## config.mk

```make
export PLATFORM = sky130hd
export DESIGN_NAME = sumador_secuencial
export DESIGN_NICKNAME = d
export VERILOG_FILES = /design/src/rtl/sumador_secuencial.sv
export SDC_FILE = /design/constraint.sdc
export NUM_CORES = 1
export LEC_CHECK = 0
export BUFFER_PORTS_ARGS = -buffer_cell sky130_fd_sc_hd__buf_2
export CAP_MARGIN = 20
export CELL_PAD_IN_SITES_DETAIL_PLACEMENT = 1
export CELL_PAD_IN_SITES_GLOBAL_PLACEMENT = 1
export CORE_MARGIN = 2
export CORE_UTILIZATION = 40
export CTS_CLUSTER_DIAMETER = 200
export DETAILED_ROUTE_END_ITERATION = 10
export GPL_TIMING_DRIVEN = 0
export PLACE_DENSITY = 0.81
export SLEW_MARGIN = 30
export SYNTH_ARGS = -nofsm -noshare
export SYNTH_HDL_FRONTEND = slang
export SYNTH_SLANG_ARGS = --single-unit
```

## constraint.sdc

```tcl
create_clock -name clk -period 2.8 [get_ports clk]
set_input_delay 0 -clock clk [delete_from_list [all_inputs] [get_ports clk]]
set_output_delay 0 -clock clk [all_outputs]
set_load 0.05 [all_outputs]
```

## src/rtl/sumador_secuencial.sv

```systemverilog
// sumador_secuencial -- digit-serial adder/subtractor.
//
// Adds (or subtracts) two WIDTH-bit operands DIGIT bits per clock, LSB slice
// first, then publishes the result with a one-cycle done pulse.
//
// Ports:
//   clk    in   clock, rising edge
//   rst_n  in   asynchronous active-low reset
//   start  in   request an operation (accepted in IDLE or FIN)
//   sub    in   0 = add, 1 = subtract (sampled with start)
//   a, b   in   WIDTH-bit operands (sampled with start)
//   c_in   in   carry-in (add) / borrow-in (subtract)
//   sum    out  registered result
//   c_out  out  carry out of MSB; in subtract mode 1 = no borrow
//   ovf    out  two's-complement overflow
//   busy   out  high while slices are being processed
//   done   out  one-cycle pulse when sum/c_out/ovf update
//
// WIDTH must be an integer multiple of DIGIT.
module sumador_secuencial #(
    parameter int WIDTH = 16,
    parameter int DIGIT = 4
) (
    input  logic             clk,
    input  logic             rst_n,
    input  logic             start,
    input  logic             sub,
    input  logic [WIDTH-1:0] a,
    input  logic [WIDTH-1:0] b,
    input  logic             c_in,
    output logic [WIDTH-1:0] sum,
    output logic             c_out,
    output logic             ovf,
    output logic             busy,
    output logic             done
);

    localparam int NDIG = WIDTH / DIGIT;
    localparam int CW   = (NDIG > 1) ? $clog2(NDIG) : 1;

    typedef enum logic [1:0] {
        IDLE = 2'd0,
        RUN  = 2'd1,
        FIN  = 2'd2
    } state_t;

    state_t           state_q;
    logic [WIDTH-1:0] a_q;
    logic [WIDTH-1:0] b_q;      // already conditioned by the mode
    logic [WIDTH-1:0] acc_q;
    logic [WIDTH-1:0] acc_d;
    logic             carry_q;
    logic [CW-1:0]    cnt_q;
    logic [DIGIT-1:0] sl_a;
    logic [DIGIT-1:0] sl_b;
    logic [DIGIT:0]   sl_sum;
    logic             last_dig;
    logic             ovf_d;

    // Current slice datapath. Subtraction is a + ~b + ~borrow_in, so the
    // mode is fully captured by the stored b and the initial carry.
    always_comb begin
        sl_a     = a_q[cnt_q*DIGIT +: DIGIT];
        sl_b     = b_q[cnt_q*DIGIT +: DIGIT];
        sl_sum   = {1'b0, sl_a} + {1'b0, sl_b} + {{DIGIT{1'b0}}, carry_q};
        acc_d    = acc_q;
        acc_d[cnt_q*DIGIT +: DIGIT] = sl_sum[DIGIT-1:0];
        last_dig = (cnt_q == CW'(NDIG - 1));
        // Carry-in(MSB) ^ carry-out(MSB) is equivalent to: operand MSBs agree
        // and the result MSB differs from them. This form needs no split of
        // the slice adder and works for DIGIT = 1 too.
        ovf_d    = (sl_a[DIGIT-1] == sl_b[DIGIT-1]) &&
                   (sl_sum[DIGIT-1] != sl_a[DIGIT-1]);
    end

    always_ff @(posedge clk or negedge rst_n) begin
        if (!rst_n) begin
            state_q <= IDLE;
            a_q     <= '0;
            b_q     <= '0;
            acc_q   <= '0;
            carry_q <= 1'b0;
            cnt_q   <= '0;
            sum     <= '0;
            c_out   <= 1'b0;
            ovf     <= 1'b0;
            busy    <= 1'b0;
            done    <= 1'b0;
        end else begin
            done <= 1'b0;
            if (state_q == RUN) begin
                // start is ignored here: operands and timing are untouched.
                acc_q   <= acc_d;
                carry_q <= sl_sum[DIGIT];
                if (last_dig) begin
                    state_q <= FIN;
                    busy    <= 1'b0;
                    sum     <= acc_d;
                    c_out   <= sl_sum[DIGIT];
                    ovf     <= ovf_d;
                    done    <= 1'b1;
                end else begin
                    cnt_q <= cnt_q + 1'b1;
                end
            end else if (start) begin
                // IDLE or FIN: accept a new operation (back-to-back from FIN).
                state_q <= RUN;
                a_q     <= a;
                b_q     <= b ^ {WIDTH{sub}};
                carry_q <= c_in ^ sub;
                cnt_q   <= '0;
                acc_q   <= '0;
                busy    <= 1'b1;
            end else begin
                state_q <= IDLE;
            end
        end
    end

endmodule
```

Yosys cells after proc, flatten, opt, wreduce, memory -nomap -nowiden
Index checks and enable logic that the tools add are counted.
- flip-flop bits (word level): 73
- input port bits: 37
- logic and storage cells: 50
- add/sub/neg operators: 4
- eq/ne operators: 6
- shifts and indexed selects: 4
- mux-type cells: 16
- bitwise gates (word level): 3
- reductions and logical operators: 6
- operators by type and width (operator ; count):
    $neg A4 Y34 ; 1
    $shift A4 B34 Y16 const A ; 1
    $shiftx A4 B34 Y16 ; 1
    $mux W16 ; 2
    $shiftx A16 B5 Y4 ; 2
    $bwmux W16 ; 1
    $xor A16 B16 Y16 ; 1
    $mux W2 ; 5
    $mux W1 ; 8
    $reduce_and A2 Y1 ; 4
    $add A4 B4 Y5 ; 1
    $add A5 B1 Y5 ; 1
    $ne A2 B2 Y1 const B ; 2
    $add A2 B1 Y2 const B ; 1
    $eq A2 B1 Y1 const B ; 1
    $eq A2 B2 Y1 const B ; 1
    $reduce_bool A2 Y1 ; 1
    $eq A1 B1 Y1 ; 1
    $logic_and A1 B1 Y1 ; 1
    $ne A1 B1 Y1 ; 1
    $not A1 Y1 ; 1
    $xor A1 B1 Y1 ; 1

Logic depth before layout (Yosys ltp)
- word-level depth: 6
- mapped depth: 7
- depth with buffers taken out: 6

Worst setup path before layout
Ideal clock, no wire load.
- kind: flip-flop to flip-flop
- start: register cnt_q[0]
- end: register acc_q[10]
- data arrival time: 2.622 ns
- data required time: 2.679 ns
- setup slack: 0.057 ns
- cell stages (with the launch flop): 8
- buffers on the path: 1
- clock period less this slack: 2.743 ns
- path through: dfrtp_1 buf_4 mux4_2 fa_1 fa_1 xor2_1 and2_1 a22o_1
- word-level cells in the longest chain between the ends: 6
- elaborated cells between the ends (all ways): 9
- those cells by class: 3 x add/sub; 4 x shift; 2 x mux
- ends and longest elaborated chain (what ; line ; source):
    start, declared ; 53 ; logic [CW-1:0] cnt_q;
    start signal, assigned ; 103 ; cnt_q <= cnt_q + 1'b1;
    $shiftx A16 B5 Y4, on equally long branches ; 63, 64 ;
    $add A4 B4 Y5 ; 65 ; sl_sum = {1'b0, sl_a} + {1'b0, sl_b} + {{DIGIT{1'b0}}, carry_q};
    $add A5 B1 Y5 ; 65 ;
    $shiftx A4 B34 Y16 ; 67 ; acc_d[cnt_q*DIGIT +: DIGIT] = sl_sum[DIGIT-1:0];
    $bwmux W16 (*) ; 67 ;
    $mux W16 (*) ; 91 ; if (state_q == RUN) begin
    end signal, assigned ; 81 ; acc_q <= '0;
    end signal, assigned ; 93 ; acc_q <= acc_d;
    end signal, assigned ; 112 ; acc_q <= '0;
    end, declared ; 50 ; logic [WIDTH-1:0] acc_q;
Mark *: on every way between the ends. The rest lies on a longest branch, timed or not.
A chain may end at the register's enable or synchronous reset.

Worst setup path in the final report
Ends and elaborated chain as after synthesis.

==> out/results.txt <==
Die W - 97.7 microns
Status - finished, final reports clean
Commonest cells in the netlist - dfrtp_1, o21ai_0, nand2_1
Synth area leader - dfrtp_1
Nets - 444
Pre-CTS WS - -0.498 ns
Power Density - 1360 nW/um^2
Mapped Nets - 342
Max Fclk - 369 MHz
Vias in the first global route - 2940
RR Endpoint - acc_q[10]
Drt drc - 0
Via count - 2671
H-Tree Depth - 3
Count leader, synth - dfrtp_1
WL/cell - 17.0 microns
Layout cells sized above 1 - 0.289
CP peak stage delay - 0.56 ns
# diodes - 0
Final design utilization - 0.526
Worst r2r src - cnt_q[0]
Post-synth EDFFs - 0
WP buf/inv - 1
Row count - 34
Slew margin rel. - 0.633
Cell mode on critical path - fa_2
DRT Pass-1 Iters - 4
Critical path start-end classification - reg2reg
Fin crit period - 2.71 ns
Clock Pin Slew Worst Setup and Hold Paths - 0.08 ns
Initial Util - 0.407
Ys flop type - dfrtp_1
CP Data Arrival Time - 2.96 ns
MaxCap Viol Count - 0
Die area - 9550 sq um
Worst R2R Setup Slack - 0.09 ns
Crit-path slowest cell - mux4_2
Clk_lat worst skew - 0.37 ns
Synth cell types - 38
Total Power - 6.18 mW
Initial antenna violation count - 0
Final worst slack - 0.0906 ns
First-pass GRT wire length - 14900 microns
Flop and latch count out of synthesis - 73
Setup violations, final - 0
Post-Synthesis Cells - 294
Routed WL - 8680 microns
CTS Sinks - 73
CTS tree - done
HP Start - c_in
Async set or reset register ratio after synthesis - 1.00
Hold Fails Final Rpt - 0
Clock buffer depth - 2
Routed vias/inst - 5.25
Sequential-to-total area share from yosys stat - 0.520
Critical path capture point type - flop
Core area - 8640 sq um
Iter 0 DRT Violations - 104
Detail Route Antenna Nets - 0
PortBufs - 55
Share of the synthesized area in the top cell type - 0.520
CTS root buf - clkbuf_8
Hold Path Depth - 5
Area grow syn2layout - 29.4%
Crit path launch type - flop
Hpwl dp - 5780 microns
Worst Max-Slew Pin Slew - 0.545 ns
Largest net degree at the start of global routing - 48
Final Wtd Congestion - 0.784
Worst path cell trace - buf_8 > mux4_2 > fa_2 > fa_2 > xor2_4 > and2_2 > a22o_1
Pins Over Slew Limit - 0
Cts bufs inserted - 9
Hold Slack - 0.0633 ns
Final worst-path cycle share - 0.968
Syn. warnings - 0
Clock skew - 0.00947 ns
GRT Total Usage - 0.199
Leakage power - 2.08 nW
Fill cells - 918
Worst hold path class - in2reg
Die Span Y - 97.7 microns
CP delay by family, top - adder cells
Cell Area, Synth - 3510 sq um
Top post-synthesis cells by area - dfrtp_1, mux4_2, o21ai_0, xnor2_1, mux2_4
Total I/O pin count - 57
Hold Path Sink - carry_q
Crit-path max FO - 10
Syn_area_per_cell - 12.0 sq um
Worst ir drop on vdd - 573 uV
GRT Residual Overflow - 0
Reg2reg path depth - 7
RSZ-0062 raised after global routing - false
WP data required - 3.05 ns
==> worst max-delay path by stage <==
stage / slack, ns / to / cells after the start / from
floorplan: 0.06 / acc_q[10] / 7 / cnt_q[0]
global placement: -0.44 / acc_q[10] / 7 / cnt_q[0]
detailed placement: -0.50 / acc_q[6] / 7 / cnt_q[0]
CTS: 0.004 / acc_q[10] / 7 / cnt_q[0]
global route: 0.02 / acc_q[10] / 7 / cnt_q[0]
finish: 0.09 / acc_q[10] / 7 / cnt_q[0]
==> registers in the layout, summed over array words and instances, names as in the netlist <==
| name | cells |
|---|---|
| busy | 1 |
| b_q | 16 |
| a_q | 16 |
| carry_q | 1 |
| acc_q | 16 |
| c_out | 1 |
| ovf | 1 |
| cnt_q | 2 |
| done | 1 |
| sum | 16 |
| state_q | 2 |
==> power breakdown <==
group          switching [mW]  internal (mW)  total [mW]
clock                   0.411          0.497       0.908
sequential              0.253           1.51        1.76
combinational            2.23           1.28        3.51
==> worst register-to-register path, cell delays in order (launching register included) <==
cell and delay, ns:
dfrtp_2 0.39, buf_8 0.17, mux4_2 0.56, fa_2 0.38, fa_2 0.40, xor2_4 0.20
and2_2 0.26, a22o_1 0.24
==> cell type report <==
cell class,count,area (sq um),area share
plain buffers,19,123,0.0270
clock buffers,10,128,0.0281
clock inverters,6,82.6,0.0182
inverters,6,22.5,0.00495
multi-input cells,196,1570,0.346
flip-flops and latches,73,1830,0.402
well taps,108,135,0.0297
repair buffers,91,653,0.144
==> what timing repair did <==
item	in CTS	in global routing
setup buffers	1	0
gates resized for setup	6	2
endpoints found under the hold margin	106	0
endpoints found under the setup margin	25	4
hold buffers	34	0
pin swaps	1	0
==> metrics by stage <==
step,instance area [sq um],instances,setup TNS [ns]
floorplan,3510,294,0
global placement,3920,457,-2.86
detailed placement,3950,458,-4.04
CTS,4540,509,0
global route,4550,509,0
finish,4550,509,0
==> cell families (layout without fill, tap and decap cells) <==
group	Yosys count	in the layout	share of synthesized area
compound gates	74	74	0.138
xor+xnor	21	21	0.0524
fa+ha+maj	11	11	0.0434
buf+inv	25	132	0.0392
flops	73	73	0.520
mux	24	24	0.112
simple gates	66	66	0.0951
==> layer usage <==
layer / up-vias / wire (microns) / track usage
li1: 1246 / - / -
met1: 1341 / 3860 / 0.261
met2: 66 / 4290 / 0.324
met3: 18 / 292 / 0.0345
met4: 0 / 236 / 0.0940
met5: - / 0 / 0
==> cell usage in the layout, fill, tap and decap left out, drive strengths merged, types with 2 or more instances in the layout <==
cell | Yosys | layout
a21o | 2 | 2
a21oi | 12 | 12
a221oi | 6 | 6
a22o | 4 | 4
a32o | 12 | 12
and2 | 2 | 2
buf | 11 | 68
bufinv | 0 | 2
clkbuf | 8 | 18
clkinv | 0 | 3
dfrtp | 73 | 73
dlygate4sd3 | 0 | 34
fa | 2 | 2
ha | 9 | 9
inv | 6 | 6
mux2 | 16 | 16
mux4 | 8 | 8
nand2 | 33 | 33
nand2b | 2 | 2
nor2 | 13 | 13
nor2b | 6 | 6
nor3b | 4 | 4
o21ai | 35 | 35
xnor2 | 18 | 18
xor2 | 3 | 3
Note: power is estimated with default switching activity, not from simulation.
